**src/rtl/cu_sequencer.sv**
```systemverilog
// Top-level control sequencer: fetches and classifies instructions, then routes
// the active sub-CU's control word and next state while owning IR, state and NZCV.
module cu_sequencer #(
  parameter int              CUL      = 35,
  parameter logic [CUL:0]    FETCH_CW = 36'h000000200,
  parameter int              MAX_EX   = 8
) (
  input  logic           clock,
  input  logic           reset,
  input  logic [31:0]    imem_data,
  input  logic           imem_ready,
  input  logic [3:0]     alu_status,
  input  logic [CUL:0]   cw_imm,
  input  logic [CUL:0]   cw_reg,
  input  logic [CUL:0]   cw_mem,
  input  logic [CUL:0]   cw_br,
  input  logic [3:0]     ns_imm,
  input  logic [3:0]     ns_reg,
  input  logic [3:0]     ns_mem,
  input  logic [3:0]     ns_br,
  input  logic [2:0]     km_imm,
  input  logic [2:0]     km_reg,
  input  logic [2:0]     km_mem,
  input  logic [2:0]     km_br,
  output logic [31:0]    IR,
  output logic [3:0]     state,
  output logic [3:0]     status,
  output logic [CUL:0]   controlWord,
  output logic [2:0]     k_mux,
  output logic           halted,
  output logic [1:0]     err_code
);

  typedef enum logic [1:0] {
    PH_FETCH = 2'b00,
    PH_EXEC  = 2'b01,
    PH_HALT  = 2'b10
  } phase_t;

  phase_t       phase_reg, phase_next;
  logic [31:0]  ir_reg, ir_next;
  logic [3:0]   state_reg, state_next;
  logic [3:0]   status_reg, status_next;
  logic [3:0]   ex_cnt_reg, ex_cnt_next;
  logic [1:0]   err_reg, err_next;

  logic [CUL:0] sel_cw;
  logic [3:0]   sel_ns;
  logic [2:0]   sel_km;
  logic         legal;
  logic [CUL:0] cw_out;
  logic [2:0]   km_out;

  // Class decode on the held IR; earlier branches take priority.
  always_comb begin
    sel_cw = '0;
    sel_ns = '0;
    sel_km = '0;
    legal  = 1'b1;
    if (ir_reg[28:26] == 3'b100) begin
      sel_cw = cw_imm; sel_ns = ns_imm; sel_km = km_imm;
    end else if (ir_reg[28:26] == 3'b101) begin
      sel_cw = cw_br;  sel_ns = ns_br;  sel_km = km_br;
    end else if (ir_reg[27] && !ir_reg[25]) begin
      sel_cw = cw_mem; sel_ns = ns_mem; sel_km = km_mem;
    end else if (ir_reg[27:25] == 3'b101) begin
      sel_cw = cw_reg; sel_ns = ns_reg; sel_km = km_reg;
    end else begin
      legal = 1'b0;
    end
  end

  always_comb begin
    phase_next  = phase_reg;
    ir_next     = ir_reg;
    state_next  = state_reg;
    status_next = status_reg;
    ex_cnt_next = ex_cnt_reg;
    err_next    = err_reg;
    cw_out      = '0;
    km_out      = '0;
    case (phase_reg)
      PH_FETCH: begin
        cw_out = FETCH_CW;
        if (imem_ready) begin
          ir_next     = imem_data;
          state_next  = 4'b0001;
          ex_cnt_next = 4'd1;
          phase_next  = PH_EXEC;
        end
      end
      PH_EXEC: begin
        if (legal) begin
          cw_out = sel_cw;
          km_out = sel_km;
          // bit 8 of the control word is the status-load strobe
          if (sel_cw[8]) status_next = alu_status;
          if (sel_ns == 4'b0000) begin
            phase_next  = PH_FETCH;
            state_next  = 4'b0000;
            ex_cnt_next = 4'd0;
          end else if (ex_cnt_reg == 4'(MAX_EX)) begin
            phase_next = PH_HALT;
            state_next = 4'b0000;
            err_next   = 2'b10;
          end else begin
            state_next  = sel_ns;
            ex_cnt_next = ex_cnt_reg + 4'd1;
          end
        end else begin
          phase_next = PH_HALT;
          state_next = 4'b0000;
          err_next   = 2'b01;
        end
      end
      PH_HALT: begin
        phase_next = PH_HALT;
      end
      default: begin
        phase_next = PH_FETCH;
        state_next = 4'b0000;
      end
    endcase
  end

  always_ff @(posedge clock) begin
    if (reset) begin
      phase_reg  <= PH_FETCH;
      ir_reg     <= '0;
      state_reg  <= '0;
      status_reg <= '0;
      ex_cnt_reg <= '0;
      err_reg    <= '0;
    end else begin
      phase_reg  <= phase_next;
      ir_reg     <= ir_next;
      state_reg  <= state_next;
      status_reg <= status_next;
      ex_cnt_reg <= ex_cnt_next;
      err_reg    <= err_next;
    end
  end

  assign IR          = ir_reg;
  assign state       = state_reg;
  assign status      = status_reg;
  assign controlWord = cw_out;
  assign k_mux       = km_out;
  assign halted      = (phase_reg == PH_HALT);
  assign err_code    = err_reg;

endmodule

```
**config.mk**
```make
export PLATFORM = sky130hd
export DESIGN_NAME = cu_sequencer
export DESIGN_NICKNAME = d
export VERILOG_FILES = /design/src/rtl/cu_sequencer.sv
export SDC_FILE = /design/constraint.sdc
export NUM_CORES = 1
export LEC_CHECK = 0
export CELL_PAD_IN_SITES_DETAIL_PLACEMENT = 1
export CELL_PAD_IN_SITES_GLOBAL_PLACEMENT = 2
export CORE_ASPECT_RATIO = 0.5
export CORE_MARGIN = 4
export CORE_UTILIZATION = 16
export CTS_BUF_LIST = sky130_fd_sc_hd__clkbuf_4
export CTS_CLUSTER_SIZE = 14
export DETAILED_ROUTE_END_ITERATION = 6
export PLACE_DENSITY_LB_ADDON = 0.12
export SETUP_SLACK_MARGIN = 0.2
export SLEW_MARGIN = 20
export SYNTH_ARGS = -nofsm -noshare
export SYNTH_HDL_FRONTEND = slang
export SYNTH_SLANG_ARGS = --single-unit
```
**constraint.sdc**
```tcl
create_clock -name clock -period 3.9 [get_ports clock]
set_input_delay 0.585 -clock clock [delete_from_list [all_inputs] [get_ports clock]]
set_output_delay 0.585 -clock clock [all_outputs]
set_load 0.05 [all_outputs]
```
### Word-level counts from Yosys, hierarchy flattened

Index checks and enable logic that the tools add are counted.

| word-level totals | value |
|---|---|
| output and inout bits | 82 |
| input port bits | 211 |
| bits in registers | 48 |
| logic and storage cells | 67 |

| cells by class | value |
|---|---|
| bitwise operators | 1 |
| equality and inequality tests | 12 |
| reductions and logical operators | 11 |
| $add $sub $neg | 1 |
| muxes and demuxes | 36 |

Operator list:

| operator | number |
|---|---|
| $mux 36 | 5 |
| $pmux 36 s2 | 1 |
| $mux 4 | 11 |
| $mux 3 | 6 |
| $mux 2 | 6 |
| $pmux 4 s3 | 1 |
| $eq 3x3->1 const B | 3 |
| $pmux 4 s2 | 1 |
| $ne 2x2->1 const B | 3 |
| $pmux 2 s3 | 1 |
| $reduce_and 2->1 | 3 |
| $reduce_and 3->1 | 2 |
| $add 4x1->4 const B | 1 |
| $eq 4x4->1 const B | 1 |
| $logic_not 4->1 | 1 |
| $mux 1 | 4 |
| $ne 4x4->1 const B | 1 |
| $reduce_and 4->1 | 1 |
| $ne 3x3->1 const B | 1 |
| $eq 2x1->1 const B | 1 |
| $eq 2x2->1 const B | 1 |
| $logic_not 2->1 | 1 |
| $ne 2x1->1 const B | 1 |
| $reduce_bool 2->1 | 1 |
| other kinds (3) | 3 |

### Longest topological paths before layout

| depth | value |
|---|---|
| depth in word-level cells | 9 |
| gate-level depth with buffers | 7 |
| gate-level depth less buffers | 6 |

### Worst setup path before layout

Ideal clock, no wire load.

| timing path | value |
|---|---|
| path kind | reg-to-output |
| from | reg ir_reg[27], in the netlist IR[27] |
| to | out controlWord[11] |
| stages on the path, launching flop included | 8 |
| path slack | 0.756 ns |
| data arrival time | 2.559 ns |
| buffers on the path | 4 |
| required time | 3.315 ns |
| cell sequence | dfxtp_1 clkbuf_1 nor2_1 or3_1 clkbuf_1 clkbuf_1 buf_1 nor2_1 |

| between the ends | value |
|---|---|
| longest elaborated chain between the ends | 7 |
| elaborated cells on any way between the ends | 14 |
| classes of those cells | eq/ne: 3; mux: 10; reduce/logical: 1 |

RTL lines:

| item | RTL line | source |
|---|---|---|
| start, declared | 41 | `logic [31:0] ir_reg, ir_next;` |
| start signal, assigned | 136 | `ir_reg <= ir_next;` |
| $eq 3x3->1 | 66 | `end else if (ir_reg[27:25] == 3'b101) begin` |
| $mux 36 / $mux 1 (equally long branches) | 66 |  |
| $mux 36 / $mux 1 (equally long branches) | 64 | `end else if (ir_reg[27] && !ir_reg[25]) begin` |
| $mux 36 / $mux 1 (equally long branches) | 62 | `end else if (ir_reg[28:26] == 3'b101) begin` |
| $mux 36 / $mux 1 (equally long branches) | 60 | `if (ir_reg[28:26] == 3'b100) begin` |
| $mux 36 * | 93 | `if (legal) begin` |
| $pmux 36 s2 * | 82 | `case (phase_reg)` |
| end, declared | 28 | `output logic [CUL:0] controlWord,` |

Mark *: on every way between the ends. The rest lies on a longest branch, timed or not.

### Worst setup path after layout

| timing path | value |
|---|---|
| from | reg ir_reg[27], in the netlist IR[27] |
| to | out controlWord[0] |

Same word-level chain as after synthesis.

==> results.txt <==
The remaining design rule violation count was 0; the minimum clock period after layout was 3.495 ns. The tools report the half-perimeter wire length after placement as 14100 um. For this run, the post-layout net count is 913. The worst vdd rail ir drop was 0.1273 mV; the net switching power figure was 0.5163 mW. The count of buffers added by post-CTS timing repair for setup is 0, and the number of distinct library cells after synthesis is 42. The logs give 0 for the total of warnings raised by yosys and 2 for the H-tree level count. The tools report the combined area of all synthesized cells as 3178 sq um. Ratio of final minimum period to clock period: 0.8960. The compound-gate portion of the synthesized area came out at 0.2268. Sequential cell area fraction in the yosys report: 0.3024.

The detail-routed net length per standard cell was 18.92 um; the depth of the most critical reg-to-reg path was 5. The switching share of power is 0.3570, and the x dimension of the die is 207.3 um. The sequential group share of total power is 0.377, and the proportion of register bits with asynchronous set or reset after synthesis is 0.

The combinational share of power was 0.453; the area fraction of the dominant cell type after synthesis was 0.3024. After clock tree synthesis, the clock-pin slew on the worst setup and hold paths is 0.15 ns. The logs give 2.91 ns for the critical path data arrival time and 430 for the number of standard cells after synthesis. The cell type contributing the most total cell area after synthesis is dfxtp_1. The main flop type after synthesis is dfxtp_1. The startpoint identified for the worst register-to-register timing path is IR[26]$_SDFFE_PP0P_.

In the post-synthesis netlist, the biggest area contributors are dfxtp_1, mux2i_1, a221oi_1. The reported max-cap violation count was 0. The XOR/XNOR share of the synthesized area came out at 0.005512. TritonCTS created 5 clock buffers. The maximum clock rate was 0.2862 GHz. The first global-routing pass estimated 27700 um of wire. For the pin with the worst max-slew slack, the measured transition is 0.7912 ns.

The number of nets in the synthesized netlist is 643. Setup repair after global routing left no endpoint under its margin. The reg2reg setup slack was 1.49 ns. After layout, the worst setup slack is 0.4054 ns. The tools report the via count of the first global-routing pass as 4232. The worst setup path is captured at an output port. TritonCTS built the clock tree. Input and output buffers added on the ports amount to 292. The core region is 19460 sq um. The buffer levels on the longest clock path came out at 2.

For the area enclosed by the die boundary, the log shows 22320 sq um. STA classifies the critical path startpoint as a register. The run gives 18320 um as the post-detailed-routing wire length. The worst hold path belongs to the class reg -> reg.

The relative max-transition margin was 0.4709. The tools report the total global routing track utilization as 0.1560. The fraction of the mapped netlist area in adder cells was 0.007874; the layout overhead on the synthesized area was 102.2%.

The number of flip-flops under the largest register name is 32. For the setup slack after placement, the log shows 0.6431 ns. The tools report the final setup skew as 0.02211 ns.

The analysis attributes to cell leakage a power of 2.192 nW. Tracing the worst setup path back leads to its startpoint at IR[27]$_SDFFE_PP0P_. Synthesized-area fraction occupied by and/or/nand/nor cells: 0.2563. The run gives 0.170 as the share of total power in the clock network. The mux contribution to synthesized area works out to 0.1504. The number of flops mapped to enable cells by yosys came out at 0. The logs give 0.7976 for the weighted congestion at the end of routability-driven global placement and 48 for the number of clock sinks. The number of setup violations in the final report was 0. After synthesis, the mean cell area works out to 7.391 sq um.

In the final timing run, aggregate negative setup slack is 0 ns. For this design the ratio of total power to cell area is 225.1 nW/um^2. The share of final-layout standard cells stronger than drive strength 1 is 0.04137. The max-slew violation count is 0, and the largest incremental delay on the critical path is 0.82 ns.

The cell sitting at the root of the clock tree is a clkbuf_4. The number of register bits inferred by synthesis is 48. Sorting the synthesized cells by how often they occur yields nor2_1, nand2_1, dfxtp_1, mux2i_1, a221oi_1. The I/O pin total came out at 293.

The count of cells along the worst hold path is 2, and the total via count in the routed design is 4240. Entering global routing, the biggest net connects 43 pins. In the routed layout, each cell is associated on average with a via count of 4.380.

The data required time at the worst endpoint was 3.31 ns. By area, the combinational part of the netlist is dominated by simple AND/OR/NAND/NOR gates. In this run the worst path has a maximum fanout of 39.

The clock reaches the later pin of the worst-skew pair after 0.37 ns. In this run the vertical extent of the chip is 107.7 um. For the count of nets left with antenna violations after detail routing, the log shows 0. Destination of the worst hold path: IR[20]$_SDFFE_PP0P_.

The signal on the critical path passes through and3_1 > or3_1 > buf_4 > nor2_1 > clkdlybuf4s50_1. The largest individual stage delay along the critical path comes from the cell clkdlybuf4s50_1. The number of hold violations in the final report came out at 0. The critical path in this run is classified as reg -> out. The tools report the worst reg2reg path endpoint as err_code[0]$_SDFFE_PP0P_.

The launch point of the worst hold path was IR[20]$_SDFFE_PP0P_. The most common cell in the synthesized netlist is nor2_1. The first routing iteration left 235 violations.

The pre-antenna-repair detailed-routing pass consisted of 5 iterations. Initial antenna violation count: 1. After layout, the design draws a total of 1.446 mW.

Summed over all layers, the global routing overflow is 0. After floorplanning, the core was divided into 36 placement rows. The internal power of the cells is 0.9300 mW. The run finished with clean final reports. Initial core utilization: 0.1633.
placed cells by master (no fill, tap or decap), types with 2 or more instances in the layout:
cell | synthesis | final
clkdlybuf4s50_1 | 0 | 289
nor2_1 | 86 | 86
nand2_1 | 77 | 77
dfxtp_1 | 48 | 47
mux2i_1 | 41 | 41
a221oi_1 | 38 | 38
a21oi_1 | 36 | 36
buf_4 | 0 | 10
a221o_1 | 6 | 6
and3b_1 | 7 | 6
clkbuf_4 | 0 | 6
inv_1 | 5 | 5
mux2_2 | 4 | 4
nand2b_1 | 3 | 3
a22oi_1 | 3 | 3
o22ai_1 | 3 | 3
nor2b_1 | 3 | 2
o21ai_0 | 2 | 2
nand3_1 | 2 | 2
mux2_1 | 2 | 2
nor3_1 | 2 | 2
xnor2_1 | 2 | 2
nand4b_1 | 2 | 2
a211oi_1 | 2 | 2
ha_1 | 2 | 2
worst max path at each step:
stage                            endpoint  slack, ns
after global placement     controlWord[4]       0.68
after detailed placement   controlWord[4]       0.64
after global routing       controlWord[0]       0.21
final                      controlWord[0]       0.41
after CTS                 controlWord[13]       0.35
after floorplan           controlWord[11]       0.76
power groups by stage:
| stage | clock network (mW) | logic [mW] | registers (mW) |
|---|---|---|---|
| after global placement | 0 | 0.659 | 0.554 |
| after CTS | 0.266 | 0.667 | 0.546 |
| after floorplan | 0 | 0.230 | 0.641 |
| after detailed placement | 0 | 0.662 | 0.556 |
| after global routing | 0.289 | 0.706 | 0.551 |
| final | 0.246 | 0.656 | 0.545 |
stage by stage:
step	cells	instance area, sq um	hold WS (ns)	util
after floorplan	430	3178	0.4850	-
after global placement	959	6361	0.4410	0.3269
after detailed placement	959	6361	0.4506	0.3269
after CTS	967	6420	0.4683	0.3299
after global routing	967	6422	0.4813	0.3301
final	968	6425	0.4656	0.3302
logic make-up after synthesis:
kind of cell	Yosys count
AND/OR/NAND/NOR	189
AO/OA/AOI/OAI	100
flip-flops	48
multiplexers	47
buffers and inverters	42
XOR/XNOR	2
adder cells (fa/ha/maj)	2
worst max-delay path, delay by kind of cell (launching register included):
kind / cells / cell delay, ns
simple gates: 3 / 0.93
flops: 1 / 0.45
buf+inv: 2 / 1.12
routing by layer:
metal  share of wire  GRT usage
met1            0.45     0.2086
met2            0.49     0.2684
met3           0.045    0.02853
met4           0.012    0.02640
met5          0.0010          0
area by class of cell:
class | count | area (sq um)
Fill cell | 2308 | 13030
Timing Repair Buffer | 300 | 2980
Multi-Input combinational cell | 340 | 2072
Sequential cell | 48 | 962.2
Tap cell | 266 | 332.8
Clock buffer | 6 | 45.04
Inverter | 5 | 18.77
Clock inverter | 2 | 11.26
Antenna cell | 1 | 2.502
what timing repair did:
item | 4_1_cts | 5_1_grt
gates resized for setup | 1 | 1
endpoints found under the setup margin | 1 | 1
hold buffers | 0 | 0
No activity file was read; power rests on OpenSTA's default activity.
